### src/rtl/vdp_vram_slot_arbiter_pkg.sv
`default_nettype none
// ============================================================================
// Module  : vdp_vram_pkg
// Purpose : Shared types and constants for the VRAM slot arbiter.
//           - slot_owner_t : which requester owns the current 4-clock slot.
//           - PH_*         : slot phase encodings carried in cx[1:0].
//           - Default refresh constants and bus widths.
// Ports   : none (package)
// Rev     : 1.0  initial release
// ============================================================================
package vdp_vram_pkg;

  typedef enum logic [1:0] {
    IDLE = 2'd0,
    DISP = 2'd1,
    CPU  = 2'd2,
    CMD  = 2'd3
  } slot_owner_t;

  localparam logic [1:0] PH_DL = 2'd0;
  localparam logic [1:0] PH_DA = 2'd1;
  localparam logic [1:0] PH_AP = 2'd2;
  localparam logic [1:0] PH_FS = 2'd3;

  localparam int REFRESH_SLOTS_DEF     = 16;
  localparam int FORCED_REFRESH_CX_DEF = 723;

  localparam int CX_W    = 11;
  localparam int ADDR_W  = 17;
  localparam int WDATA_W = 8;
  localparam int RDATA_W = 32;

endpackage
`default_nettype wire

### src/rtl/vdp_vram_slot_arbiter_if.sv
`default_nettype none
// ============================================================================
// Module  : vdp_vram_slot_arbiter_if
// Purpose : Bundles the slot timing input, the three requester ports and the
//           VRAM-side port of the slot arbiter.
// Modports: master - environment side (drives cx, requests, vram_rdata)
//           slave  - arbiter side (drives acks, rdata, vram_* outputs)
// Rev     : 1.0  initial release
// ============================================================================
interface vdp_vram_slot_arbiter_if;
  import vdp_vram_pkg::*;

  logic [CX_W-1:0]    cx;
  logic               super_res_drawing;
  logic [ADDR_W-1:0]  super_res_vram_addr;

  logic               cpu_req;
  logic               cpu_wr;
  logic [ADDR_W-1:0]  cpu_addr;
  logic [WDATA_W-1:0] cpu_wdata;
  logic               cpu_ack;
  logic [RDATA_W-1:0] cpu_rdata;

  logic               cmd_req;
  logic               cmd_wr;
  logic [ADDR_W-1:0]  cmd_addr;
  logic [WDATA_W-1:0] cmd_wdata;
  logic               cmd_ack;
  logic [RDATA_W-1:0] cmd_rdata;

  logic [RDATA_W-1:0] vram_rdata;
  logic [ADDR_W-1:0]  vram_addr;
  logic [WDATA_W-1:0] vram_wdata;
  logic               vram_we;
  logic               vram_refresh;

  modport master (
    output cx, super_res_drawing, super_res_vram_addr,
    output cpu_req, cpu_wr, cpu_addr, cpu_wdata,
    input  cpu_ack, cpu_rdata,
    output cmd_req, cmd_wr, cmd_addr, cmd_wdata,
    input  cmd_ack, cmd_rdata,
    output vram_rdata,
    input  vram_addr, vram_wdata, vram_we, vram_refresh
  );

  modport slave (
    input  cx, super_res_drawing, super_res_vram_addr,
    input  cpu_req, cpu_wr, cpu_addr, cpu_wdata,
    output cpu_ack, cpu_rdata,
    input  cmd_req, cmd_wr, cmd_addr, cmd_wdata,
    output cmd_ack, cmd_rdata,
    input  vram_rdata,
    output vram_addr, vram_wdata, vram_we, vram_refresh
  );

endinterface
`default_nettype wire

### src/rtl/vdp_vram_slot_arbiter_refresh_timer.sv
`default_nettype none
// ============================================================================
// Module  : vdp_refresh_timer
// Purpose : Counts slots and issues a one-clock refresh strobe during FS,
//           either every REFRESH_SLOTS slots or in the slot containing
//           FORCED_REFRESH_CX. A coincident forced/periodic refresh gives a
//           single strobe and the counter restarts.
// Ports   : clk      - pixel clock
//           reset_n  - asynchronous active-low reset
//           cx       - horizontal counter (cx[1:0] = slot phase)
//           refresh  - registered strobe, high for the FS clock only
// Rev     : 1.0  initial release
// ============================================================================
module vdp_refresh_timer
  import vdp_vram_pkg::*;
#(
  parameter int REFRESH_SLOTS     = REFRESH_SLOTS_DEF,
  parameter int FORCED_REFRESH_CX = FORCED_REFRESH_CX_DEF
) (
  input  logic            clk,
  input  logic            reset_n,
  input  logic [CX_W-1:0] cx,
  output logic            refresh
);

  localparam int              CNT_W     = (REFRESH_SLOTS > 1) ? $clog2(REFRESH_SLOTS) : 1;
  localparam logic [CNT_W-1:0] CNT_LAST = CNT_W'(REFRESH_SLOTS - 1);
  localparam logic [CX_W-1:0]  FORCED_CX = CX_W'(FORCED_REFRESH_CX);

  logic [CNT_W-1:0] slot_cnt;
  logic             wrap;
  logic             forced;

  assign wrap   = (slot_cnt == CNT_LAST);
  // Strobe is registered on the AP->FS edge, so the forced compare is done
  // per slot (upper cx bits) to land the pulse on the FS clock of that slot.
  assign forced = (cx[CX_W-1:2] == FORCED_CX[CX_W-1:2]);

  always_ff @(posedge clk or negedge reset_n) begin
    if (!reset_n) begin
      slot_cnt <= '0;
      refresh  <= 1'b0;
    end else begin
      refresh <= 1'b0;
      if (cx[1:0] == PH_AP) begin
        refresh  <= wrap | forced;
        slot_cnt <= wrap ? '0 : slot_cnt + 1'b1;
      end
    end
  end

endmodule
`default_nettype wire

### src/rtl/vdp_vram_slot_arbiter.sv
`default_nettype none
// ============================================================================
// Module  : vdp_vram_slot_arbiter
// Purpose : Divides the shared VRAM port into 4-clock slots (DL, DA, AP, FS)
//           and grants each slot to the display fetch, the CPU or the
//           command engine. Display has absolute priority; CPU and CMD
//           alternate when both request. Also schedules refresh strobes.
// Ports   : clk      - pixel clock, rising edge
//           reset_n  - asynchronous active-low reset
//           bus      - vdp_vram_slot_arbiter_if.slave: cx, requester ports,
//                      VRAM address/data/strobe outputs
// Rev     : 1.0  initial release
// ============================================================================
module vdp_vram_slot_arbiter
  import vdp_vram_pkg::*;
#(
  parameter int REFRESH_SLOTS     = REFRESH_SLOTS_DEF,
  parameter int FORCED_REFRESH_CX = FORCED_REFRESH_CX_DEF
) (
  input  logic                     clk,
  input  logic                     reset_n,
  vdp_vram_slot_arbiter_if.slave   bus
);

  logic [1:0]         phase;
  slot_owner_t        owner;
  slot_owner_t        rr_last;
  slot_owner_t        next_owner;
  logic               wr_pend;
  logic [ADDR_W-1:0]  addr_q;
  logic [WDATA_W-1:0] wdata_q;
  logic               we_q;
  logic               cpu_ack_q;
  logic               cmd_ack_q;
  logic [RDATA_W-1:0] cpu_rdata_q;
  logic [RDATA_W-1:0] cmd_rdata_q;
  logic               refresh;

  assign phase = bus.cx[1:0];

  // Owner for the next slot. rr_last only ever holds CPU or CMD, so on a
  // tie exactly one of the two requesters wins.
  always_comb begin
    next_owner = IDLE;
    if (bus.super_res_drawing) begin
      next_owner = DISP;
    end else if (bus.cpu_req && (!bus.cmd_req || rr_last == CMD)) begin
      next_owner = CPU;
    end else if (bus.cmd_req) begin
      next_owner = CMD;
    end
  end

  always_ff @(posedge clk or negedge reset_n) begin
    if (!reset_n) begin
      owner       <= IDLE;
      rr_last     <= CMD;
      wr_pend     <= 1'b0;
      addr_q      <= '0;
      wdata_q     <= '0;
      we_q        <= 1'b0;
      cpu_ack_q   <= 1'b0;
      cmd_ack_q   <= 1'b0;
      cpu_rdata_q <= '0;
      cmd_rdata_q <= '0;
    end else begin
      cpu_ack_q <= 1'b0;
      cmd_ack_q <= 1'b0;
      case (phase)
        // FS -> DL edge: decide the owner and latch its request.
        PH_FS: begin
          owner <= next_owner;
          case (next_owner)
            CPU: begin
              addr_q  <= bus.cpu_addr;
              wdata_q <= bus.cpu_wdata;
              wr_pend <= bus.cpu_wr;
            end
            CMD: begin
              addr_q  <= bus.cmd_addr;
              wdata_q <= bus.cmd_wdata;
              wr_pend <= bus.cmd_wr;
            end
            DISP: begin
              addr_q  <= bus.super_res_vram_addr;
              wdata_q <= '0;
              wr_pend <= 1'b0;
            end
            default: begin
              addr_q  <= '0;
              wdata_q <= '0;
              wr_pend <= 1'b0;
            end
          endcase
        end
        // DL -> DA edge: the write strobe covers exactly the DA clock.
        PH_DL: begin
          we_q <= wr_pend;
        end
        // DA -> AP edge: end the strobe, capture read data, acknowledge.
        PH_DA: begin
          we_q <= 1'b0;
          if (owner == CPU) begin
            cpu_ack_q <= 1'b1;
            rr_last   <= CPU;
            if (!wr_pend) cpu_rdata_q <= bus.vram_rdata;
          end
          if (owner == CMD) begin
            cmd_ack_q <= 1'b1;
            rr_last   <= CMD;
            if (!wr_pend) cmd_rdata_q <= bus.vram_rdata;
          end
        end
        default: begin
        end
      endcase
    end
  end

  vdp_refresh_timer #(
    .REFRESH_SLOTS     (REFRESH_SLOTS),
    .FORCED_REFRESH_CX (FORCED_REFRESH_CX)
  ) u_refresh_timer (
    .clk     (clk),
    .reset_n (reset_n),
    .cx      (bus.cx),
    .refresh (refresh)
  );

  assign bus.vram_addr    = addr_q;
  assign bus.vram_wdata   = wdata_q;
  assign bus.vram_we      = we_q;
  assign bus.vram_refresh = refresh;
  assign bus.cpu_ack      = cpu_ack_q;
  assign bus.cmd_ack      = cmd_ack_q;
  assign bus.cpu_rdata    = cpu_rdata_q;
  assign bus.cmd_rdata    = cmd_rdata_q;

endmodule
`default_nettype wire
### src/flat_wrapper.sv
// flat-port wrapper written by rule: the top's interface ports become plain ports
module vdp_vram_slot_arbiter_flat import vdp_vram_pkg::*;
#(
  parameter int REFRESH_SLOTS     = REFRESH_SLOTS_DEF,
  parameter int FORCED_REFRESH_CX = FORCED_REFRESH_CX_DEF
)
  (clk, reset_n, bus_cx, bus_super_res_drawing, bus_super_res_vram_addr, bus_cpu_req, bus_cpu_wr, bus_cpu_addr, bus_cpu_wdata, bus_cpu_ack, bus_cpu_rdata, bus_cmd_req, bus_cmd_wr, bus_cmd_addr, bus_cmd_wdata, bus_cmd_ack, bus_cmd_rdata, bus_vram_rdata, bus_vram_addr, bus_vram_wdata, bus_vram_we, bus_vram_refresh);
  vdp_vram_slot_arbiter_if bus_i ();
  input  logic clk;
  input  logic reset_n;
  input wire logic [$bits(bus_i.cx)-1:0] bus_cx;
  input wire logic [$bits(bus_i.super_res_drawing)-1:0] bus_super_res_drawing;
  input wire logic [$bits(bus_i.super_res_vram_addr)-1:0] bus_super_res_vram_addr;
  input wire logic [$bits(bus_i.cpu_req)-1:0] bus_cpu_req;
  input wire logic [$bits(bus_i.cpu_wr)-1:0] bus_cpu_wr;
  input wire logic [$bits(bus_i.cpu_addr)-1:0] bus_cpu_addr;
  input wire logic [$bits(bus_i.cpu_wdata)-1:0] bus_cpu_wdata;
  output wire logic [$bits(bus_i.cpu_ack)-1:0] bus_cpu_ack;
  output wire logic [$bits(bus_i.cpu_rdata)-1:0] bus_cpu_rdata;
  input wire logic [$bits(bus_i.cmd_req)-1:0] bus_cmd_req;
  input wire logic [$bits(bus_i.cmd_wr)-1:0] bus_cmd_wr;
  input wire logic [$bits(bus_i.cmd_addr)-1:0] bus_cmd_addr;
  input wire logic [$bits(bus_i.cmd_wdata)-1:0] bus_cmd_wdata;
  output wire logic [$bits(bus_i.cmd_ack)-1:0] bus_cmd_ack;
  output wire logic [$bits(bus_i.cmd_rdata)-1:0] bus_cmd_rdata;
  input wire logic [$bits(bus_i.vram_rdata)-1:0] bus_vram_rdata;
  output wire logic [$bits(bus_i.vram_addr)-1:0] bus_vram_addr;
  output wire logic [$bits(bus_i.vram_wdata)-1:0] bus_vram_wdata;
  output wire logic [$bits(bus_i.vram_we)-1:0] bus_vram_we;
  output wire logic [$bits(bus_i.vram_refresh)-1:0] bus_vram_refresh;
  assign bus_i.cx = bus_cx;
  assign bus_i.super_res_drawing = bus_super_res_drawing;
  assign bus_i.super_res_vram_addr = bus_super_res_vram_addr;
  assign bus_i.cpu_req = bus_cpu_req;
  assign bus_i.cpu_wr = bus_cpu_wr;
  assign bus_i.cpu_addr = bus_cpu_addr;
  assign bus_i.cpu_wdata = bus_cpu_wdata;
  assign bus_cpu_ack = bus_i.cpu_ack;
  assign bus_cpu_rdata = bus_i.cpu_rdata;
  assign bus_i.cmd_req = bus_cmd_req;
  assign bus_i.cmd_wr = bus_cmd_wr;
  assign bus_i.cmd_addr = bus_cmd_addr;
  assign bus_i.cmd_wdata = bus_cmd_wdata;
  assign bus_cmd_ack = bus_i.cmd_ack;
  assign bus_cmd_rdata = bus_i.cmd_rdata;
  assign bus_i.vram_rdata = bus_vram_rdata;
  assign bus_vram_addr = bus_i.vram_addr;
  assign bus_vram_wdata = bus_i.vram_wdata;
  assign bus_vram_we = bus_i.vram_we;
  assign bus_vram_refresh = bus_i.vram_refresh;
  vdp_vram_slot_arbiter #(.REFRESH_SLOTS(REFRESH_SLOTS), .FORCED_REFRESH_CX(FORCED_REFRESH_CX)) u_core (.clk(clk), .reset_n(reset_n), .bus(bus_i));
endmodule
### config.mk
export PLATFORM = sky130hd
export DESIGN_NAME = vdp_vram_slot_arbiter_flat
export DESIGN_NICKNAME = d
export VERILOG_FILES = /design/src/rtl/vdp_vram_slot_arbiter_pkg.sv /design/src/rtl/vdp_vram_slot_arbiter_if.sv /design/src/rtl/vdp_vram_slot_arbiter_refresh_timer.sv /design/src/rtl/vdp_vram_slot_arbiter.sv /design/src/flat_wrapper.sv
export SDC_FILE = /design/constraint.sdc
export NUM_CORES = 1
export LEC_CHECK = 0
export ABC_AREA = 0
export CAP_MARGIN = 20
export CORE_UTILIZATION = 37
export CTS_BUF_LIST = sky130_fd_sc_hd__clkbuf_8 sky130_fd_sc_hd__clkbuf_16
export DETAILED_ROUTE_END_ITERATION = 8
export HOLD_SLACK_MARGIN = 0.15
export PLACE_DENSITY = 0.77
export SLEW_MARGIN = 5
export SYNTH_ARGS = -nofsm -noshare
export SYNTH_HDL_FRONTEND = slang
export SYNTH_SLANG_ARGS = --single-unit
### constraint.sdc
create_clock -name clk -period 1.34 [get_ports clk]
set_input_delay 0.268 -clock clk [delete_from_list [all_inputs] [get_ports clk]]
set_output_delay 0.268 -clock clk [all_outputs]
set_load 0.005 [all_outputs]
After elaboration in Yosys (flattened, before gate mapping). Index checks and enable logic that the tools add are counted.

Equal/unequal tests: 11. Bitwise logic cells: 2. Add/sub/neg operators: 1. Mux-type cells: 15. Reduce and logical (&&, ||, !) cells: 9.

Operators with widths (count): 17-bit case mux with 3 select lines (1); 8-bit case mux with 2 select lines (1); 2-bit == test, second input constant (7); 2-bit 2-to-1 mux (5); 9-bit by 8-bit == test with 1-bit output, second input constant (1); 3-bit AND reduction (2); 1-bit 2-to-1 mux (5); 4-bit by 1-bit adder with 4-bit output, second input constant (1); 2-bit by 1-bit == test with 1-bit output, second input constant (2); 4-bit == test, second input constant (1); 4-bit 2-to-1 mux (1); 1-bit case mux with 2 select lines (2); 2-bit nonzero test (2); 2-bit zero test (1); 2-bit AND reduction (1); 1-bit logical AND (1); 1-bit zero test (1); 1-bit logical OR (1); 1-bit NOT (1); 1-bit OR (1).

Register bits after elaboration: 102. Logic and storage cells: 50. Input port bits: 117.

Longest topological paths before layout.
Depth in word-level cells: 7. Gate-level depth with buffers: 7. Depth with buffers taken out: 4.

Modules after synthesis. From an unflattened synthesis, not the netlist that was laid out.

Cells, all modules: 350. Area total of the unflattened synthesis: 4489.3 um2.

By module, submodules not included: vdp_vram_slot_arbiter (cells each 327, instances 1, sequential area each 2403.6 um2, area an instance 4229.1 um2); vdp_refresh_timer (cells each 23, instances 1, sequential area each 125.1 um2, area an instance 260.2 um2).

Worst setup path before layout. OpenSTA, ideal clock, no wires.

Kind: register to register. From: register u_core.rr_last[0]. To: register u_core.addr_q[15] (netlist: u_core.bus.vram_addr[15]). Arrival time: 1.325 ns. Path slack: -0.114 ns. Required time: 1.211 ns. Cell stages (with the launch flop): 8. Setup time: 0.129 ns. Period minus slack after synthesis: 1.454 ns. Cells stage by stage: dfstp_2 -> nand2b_1 -> buf_6 -> and3b_1 -> buf_6 -> buf_8 -> a221oi_2 -> o21ai_1.

Word-level cells in the longest chain between the ends: 7. Elaborated cells between the ends (all ways): 9. Classes of those cells: eq/ne: 4; mux: 3; reduce/logical: 2.

RTL lines: from (decl) (line vdp_vram_slot_arbiter.sv:27) `slot_owner_t rr_last;`; from (signal assigned) (line vdp_vram_slot_arbiter.sv:57) `rr_last <= CMD;`; from (signal assigned) (line vdp_vram_slot_arbiter.sv:105) `rr_last <= CPU;`; from (signal assigned) (line vdp_vram_slot_arbiter.sv:110) `rr_last <= CMD;`; 2-bit == test * (line vdp_vram_slot_arbiter.sv:47) `end else if (bus.cpu_req && (!bus.cmd_req || rr_last == CMD)) begin`; 1-bit logical OR * (line vdp_vram_slot_arbiter.sv:47); 1-bit logical AND * (line vdp_vram_slot_arbiter.sv:47); 2-bit 2-to-1 mux * (line vdp_vram_slot_arbiter.sv:47); 2-bit 2-to-1 mux * (line vdp_vram_slot_arbiter.sv:45) `if (bus.super_res_drawing) begin`; 2-bit by 1-bit == test with 1-bit output or 2-bit == test (tied branches) (line vdp_vram_slot_arbiter.sv:73) `case (next_owner)`; 17-bit case mux with 3 select lines * (line vdp_vram_slot_arbiter.sv:73); to (signal assigned) (line vdp_vram_slot_arbiter.sv:75) `addr_q <= bus.cpu_addr;`; to (signal assigned) (line vdp_vram_slot_arbiter.sv:80) `addr_q <= bus.cmd_addr;`; to (signal assigned) (line vdp_vram_slot_arbiter.sv:85) `addr_q <= bus.super_res_vram_addr;`; to (decl) (line vdp_vram_slot_arbiter.sv:30) `logic [ADDR_W-1:0] addr_q;`.

Mark *: on every way between the ends. The rest lies on a longest branch, timed or not. A chain may end at the register's enable or synchronous reset.

Worst setup path after layout.
From: register u_core.owner[1]. To: register u_core.cmd_rdata_q[12] (netlist: u_core.bus.cmd_rdata[12]).

Word-level cells in the longest chain between the ends: 2.

RTL lines: from (decl) (line vdp_vram_slot_arbiter.sv:26) `slot_owner_t owner;`; from (signal assigned) (line vdp_vram_slot_arbiter.sv:72) `owner <= next_owner;`; 2-bit == test (line vdp_vram_slot_arbiter.sv:108) `if (owner == CMD) begin`; 3-bit AND reduction (no line); to (signal assigned) (line vdp_vram_slot_arbiter.sv:111) `if (!wr_pend) cmd_rdata_q <= bus.vram_rdata;`; to (decl) (line vdp_vram_slot_arbiter.sv:36) `logic [RDATA_W-1:0] cmd_rdata_q;`.

Every way passes these cells.

==> results.sh <==
export IMPL_power_net_switching_w=0.00309
export IMPL_drv_cap=0
export IMPL_yosysUniqueCellTypes=38
export IMPL_period_needed_ps=1540
export IMPL_drive_above_1_share_pct=34.1
export IMPL_skew_ps=10.3
export IMPL_final_nets=731
export IMPL_intPower_w=0.00856
export IMPL_ys_flop_type="dfrtp_1"
export IMPL_reg2reg_slack_ps=-200
export IMPL_netlist_area_um2=4290
export IMPL_antenna_left=0
export IMPL_critical_path_slowest_cell="dfrtp_1"
export IMPL_hpwl_um=9160
export IMPL_power_w=0.0117
export IMPL_pin_count=210
export IMPL_clk_path_buf_depth=2
export IMPL_rr_startpoint="u_core.owner[1]"
export IMPL_clkLatencyLatePin_ps=340
export IMPL_post_drt_via_cell_ratio=5.13
export IMPL_slew_viol_final=0
export IMPL_io_buffers=209
export IMPL_place_gp_congestion=0.816
export IMPL_finalWorstSetupSlack_ps=-203
export IMPL_gr_usage_all_layers_pct=23.1
export IMPL_wirelength_um=14500
export IMPL_fp_dieH_um=110
export IMPL_grt_pass1_wl_um=20600
export IMPL_finalHoldViolations=0
export IMPL_drc_errors=0
export IMPL_tritoncts="done"
export IMPL_violations="negative setup slack"
export IMPL_cp_max_fo=6
export IMPL_core_area_um2=11100
export IMPL_dr_pass1_iters=4
export IMPL_fin_cells=758
export IMPL_slew_headroom_pct=70.6
export IMPL_startpoint="u_core.owner[1]"
export IMPL_routedWlPerCell_um=19.2
export IMPL_period_share_pct=115
export IMPL_synth_edff_count=0
export IMPL_crit_type="reg -> reg"
export IMPL_grt_max_degree=35
export IMPL_synth_seq_area_share_pct=59.0
export IMPL_ys_ff_latch=101
export IMPL_required_ps=1560
export IMPL_root_buffer="clkbuf_16"
export IMPL_die_w_um=110
export IMPL_hp_class="in -> async"
export IMPL_cp_cell_sequence="buf_6 > nand4b_1 > nor2_4 > buf_12 > clkbuf_16 > mux2_4"
export IMPL_setup_viol=90
export IMPL_slowest_delay_ps=380
export IMPL_antenna_found_initial=0
export IMPL_initial_core_util_pct=38.7
export IMPL_yosysWarnings=0
export IMPL_async_flop_share_pct=100
export IMPL_tightest_slew_ps=441
export IMPL_netlist_instances=323
export IMPL_fmax_mhz=648
export IMPL_setup_tns_ps=-11760
export IMPL_dieArea_um2=12000
export IMPL_peakVddDrop_uv=1050
export IMPL_p_per_area_nw_per_um2=1460
export IMPL_grt_setup_unrepaired="yes"
export IMPL_critPathLaunchType="flip-flop"
export IMPL_syn_to_final_growth_pct=86.3
export IMPL_p_clk_share_pct=24.6
export IMPL_syn_area_per_cell_um2=13.3
export IMPL_clock_sinks=101
export IMPL_clk_pin_slew_ps=70
export IMPL_arrival_ps=1770
export IMPL_p_leak_nw=3.75
export IMPL_dp_cells=686
export IMPL_pwr_share_seq_pct=39.1
export IMPL_critPathCaptureType="flip-flop"
export IMPL_dr_first_iter_drc_count=140
export IMPL_cts_buffers=9
export IMPL_run_status="finished with violations"
export IMPL_rows=38
export IMPL_h_tree_depth=3
export IMPL_overflow=0
export IMPL_switching_share_pct=26.5
export IMPL_comb_power_share_pct=36.3
export IMPL_diodes=0
export IMPL_synth_fp_nets=441
export IMPL_grt_pass1_vias=4059
export IMPL_vias=3891
==> flip-flops by register name, summed over array words and instances, names as in the netlist <==
signal / count
u_core.bus.cpu_rdata: 32
u_core.bus.vram_we: 1
u_core.owner: 2
u_core.bus.vram_wdata: 8
u_core.rr_last: 1
u_core.wr_pend: 1
u_core.bus.cmd_ack: 1
u_core.bus.cmd_rdata: 32
u_core.u_refresh_timer.slot_cnt: 4
u_core.bus.cpu_ack: 1
u_core.bus.vram_addr: 17
u_core.u_refresh_timer.refresh: 1
==> synthesized netlist by cell type (4+ instances only) <==
| cell type | count | area share, % |
|---|---|---|
| a32oi_1 | 16 | 3.3 |
| buf_2 | 5 | 0.58 |
| nor2b_1 | 8 | 1.2 |
| buf_6 | 8 | 2.1 |
| nor2_1 | 7 | 0.61 |
| mux2_1 | 4 | 1.1 |
| o21ai_0 | 27 | 3.2 |
| a221oi_1 | 8 | 1.6 |
| dfrtp_1 | 100 | 58 |
| nand2_1 | 26 | 2.3 |
| clkbuf_1 | 5 | 0.44 |
| nor3b_1 | 9 | 1.6 |
| a22oi_1 | 9 | 1.6 |
| mux2_2 | 61 | 16 |
==> power groups by stage <==
stage | Clock, W | Sequential, W | Combinational, W
global placement | 0 | 0.00458 | 0.00379
global route | 0.00301 | 0.00468 | 0.00455
finish | 0.00287 | 0.00456 | 0.00423
detailed placement | 0 | 0.00461 | 0.00391
floorplan | 0 | 0.00459 | 0.00138
CTS | 0.00290 | 0.00450 | 0.00402
==> layer usage <==
metal	routed length [um]	part of all wire, %	GRT usage, %	vias to the layer above
li1	-	-	-	1771
met3	1280	8.8	6.05	28
met4	379	2.6	11.0	0
met5	0	0	0	-
met2	7270	50	41.9	212
met1	5590	38	25.0	1880
==> final cells by class <==
cell class	instances	area (um2)
clock buffer	11	253
clock inverter	5	81.3
fill	733	3090
inverter	1	3.75
multi-input combinational	201	2040
sequential	101	2530
tap	140	175
timing repair buffer	299	2910
==> cells in the final DEF, fill, tap and decap left out, types with 2 or more instances in the layout <==
master | Yosys | layout
clkdlybuf4s50_1 | 0 | 111
dfrtp_1 | 100 | 100
dlygate4sd2_1 | 0 | 96
mux2_4 | 0 | 64
buf_4 | 2 | 61
o21ai_1 | 2 | 27
nand2_1 | 26 | 25
a32oi_1 | 16 | 14
buf_6 | 8 | 14
clkbuf_16 | 0 | 12
a22oi_2 | 0 | 9
a221oi_2 | 1 | 9
nor3b_2 | 0 | 8
nor2b_1 | 8 | 8
buf_12 | 0 | 7
nor2_1 | 7 | 6
buf_8 | 1 | 3
nand4b_1 | 2 | 2
inv_1 | 1 | 2
nor3_4 | 1 | 2
nor2_4 | 1 | 2
a32oi_2 | 0 | 2
a21oi_1 | 3 | 2
xnor2_1 | 2 | 2
o21ai_0 | 27 | 2
clkbuf_8 | 0 | 2
bufinv_16 | 0 | 2
buf_16 | 0 | 2
==> path summary, 6_finish.rpt <==
| check | cells after the start | end |
|---|---|---|
| setup / recovery | 6 | u_core.bus.cmd_rdata[12] |
| hold / removal | 2 | u_core.bus.cpu_rdata[11] |
| min in group clk | 2 | u_core.bus.vram_addr[12] |
| setup reg to reg | 6 | u_core.bus.cmd_rdata[12] |
| max in group asynchronous | 3 | u_core.rr_last[0] |
| hold reg to reg | 2 | u_core.bus.vram_addr[12] |
==> timing repair <==
action                                 in CTS  in global routing
setup endpoints to repair                 183                 93
resized for setup                         156                 31
endpoints found under the hold margin      25                  0
hold buffers                                1                  0
pin swaps                                  28                 10
cloned                                      4                  4
setup buffers                              45                  5
==> critical path, delay by kind of cell (launching register included) <==
kind	cells	cell delay (ps)
DFF	1	380
muxes	1	300
and+or+nand+nor	2	330
buffers and inverters	3	420
==> through the flow <==
step | setup slack (ps) | cell area, um2 | util [%] | hold WS [ps]
6_report | -203 | 7990 | 72.1 | 412
5_1_grt | -248 | 7990 | 72.1 | 463
4_1_cts | -171 | 7740 | 69.9 | 418
3_5_place_dp | -614 | 6890 | 62.2 | 247
3_3_place_gp | -562 | 6890 | 62.2 | 242
2_1_floorplan | -72.0 | 4470 | - | -27.6
==> cells by family after synthesis <==
family          count (synthesis)  synth area share [%]
compound gates                 69                  11.2
buf+inv                        22                  3.91
xor+xnor                        2                 0.409
simple gates                   63                  8.14
flops                         101                  59.0
mux                            65                  17.1
fa+ha+maj                       1                 0.292
Power figures use the tool's default switching activity.
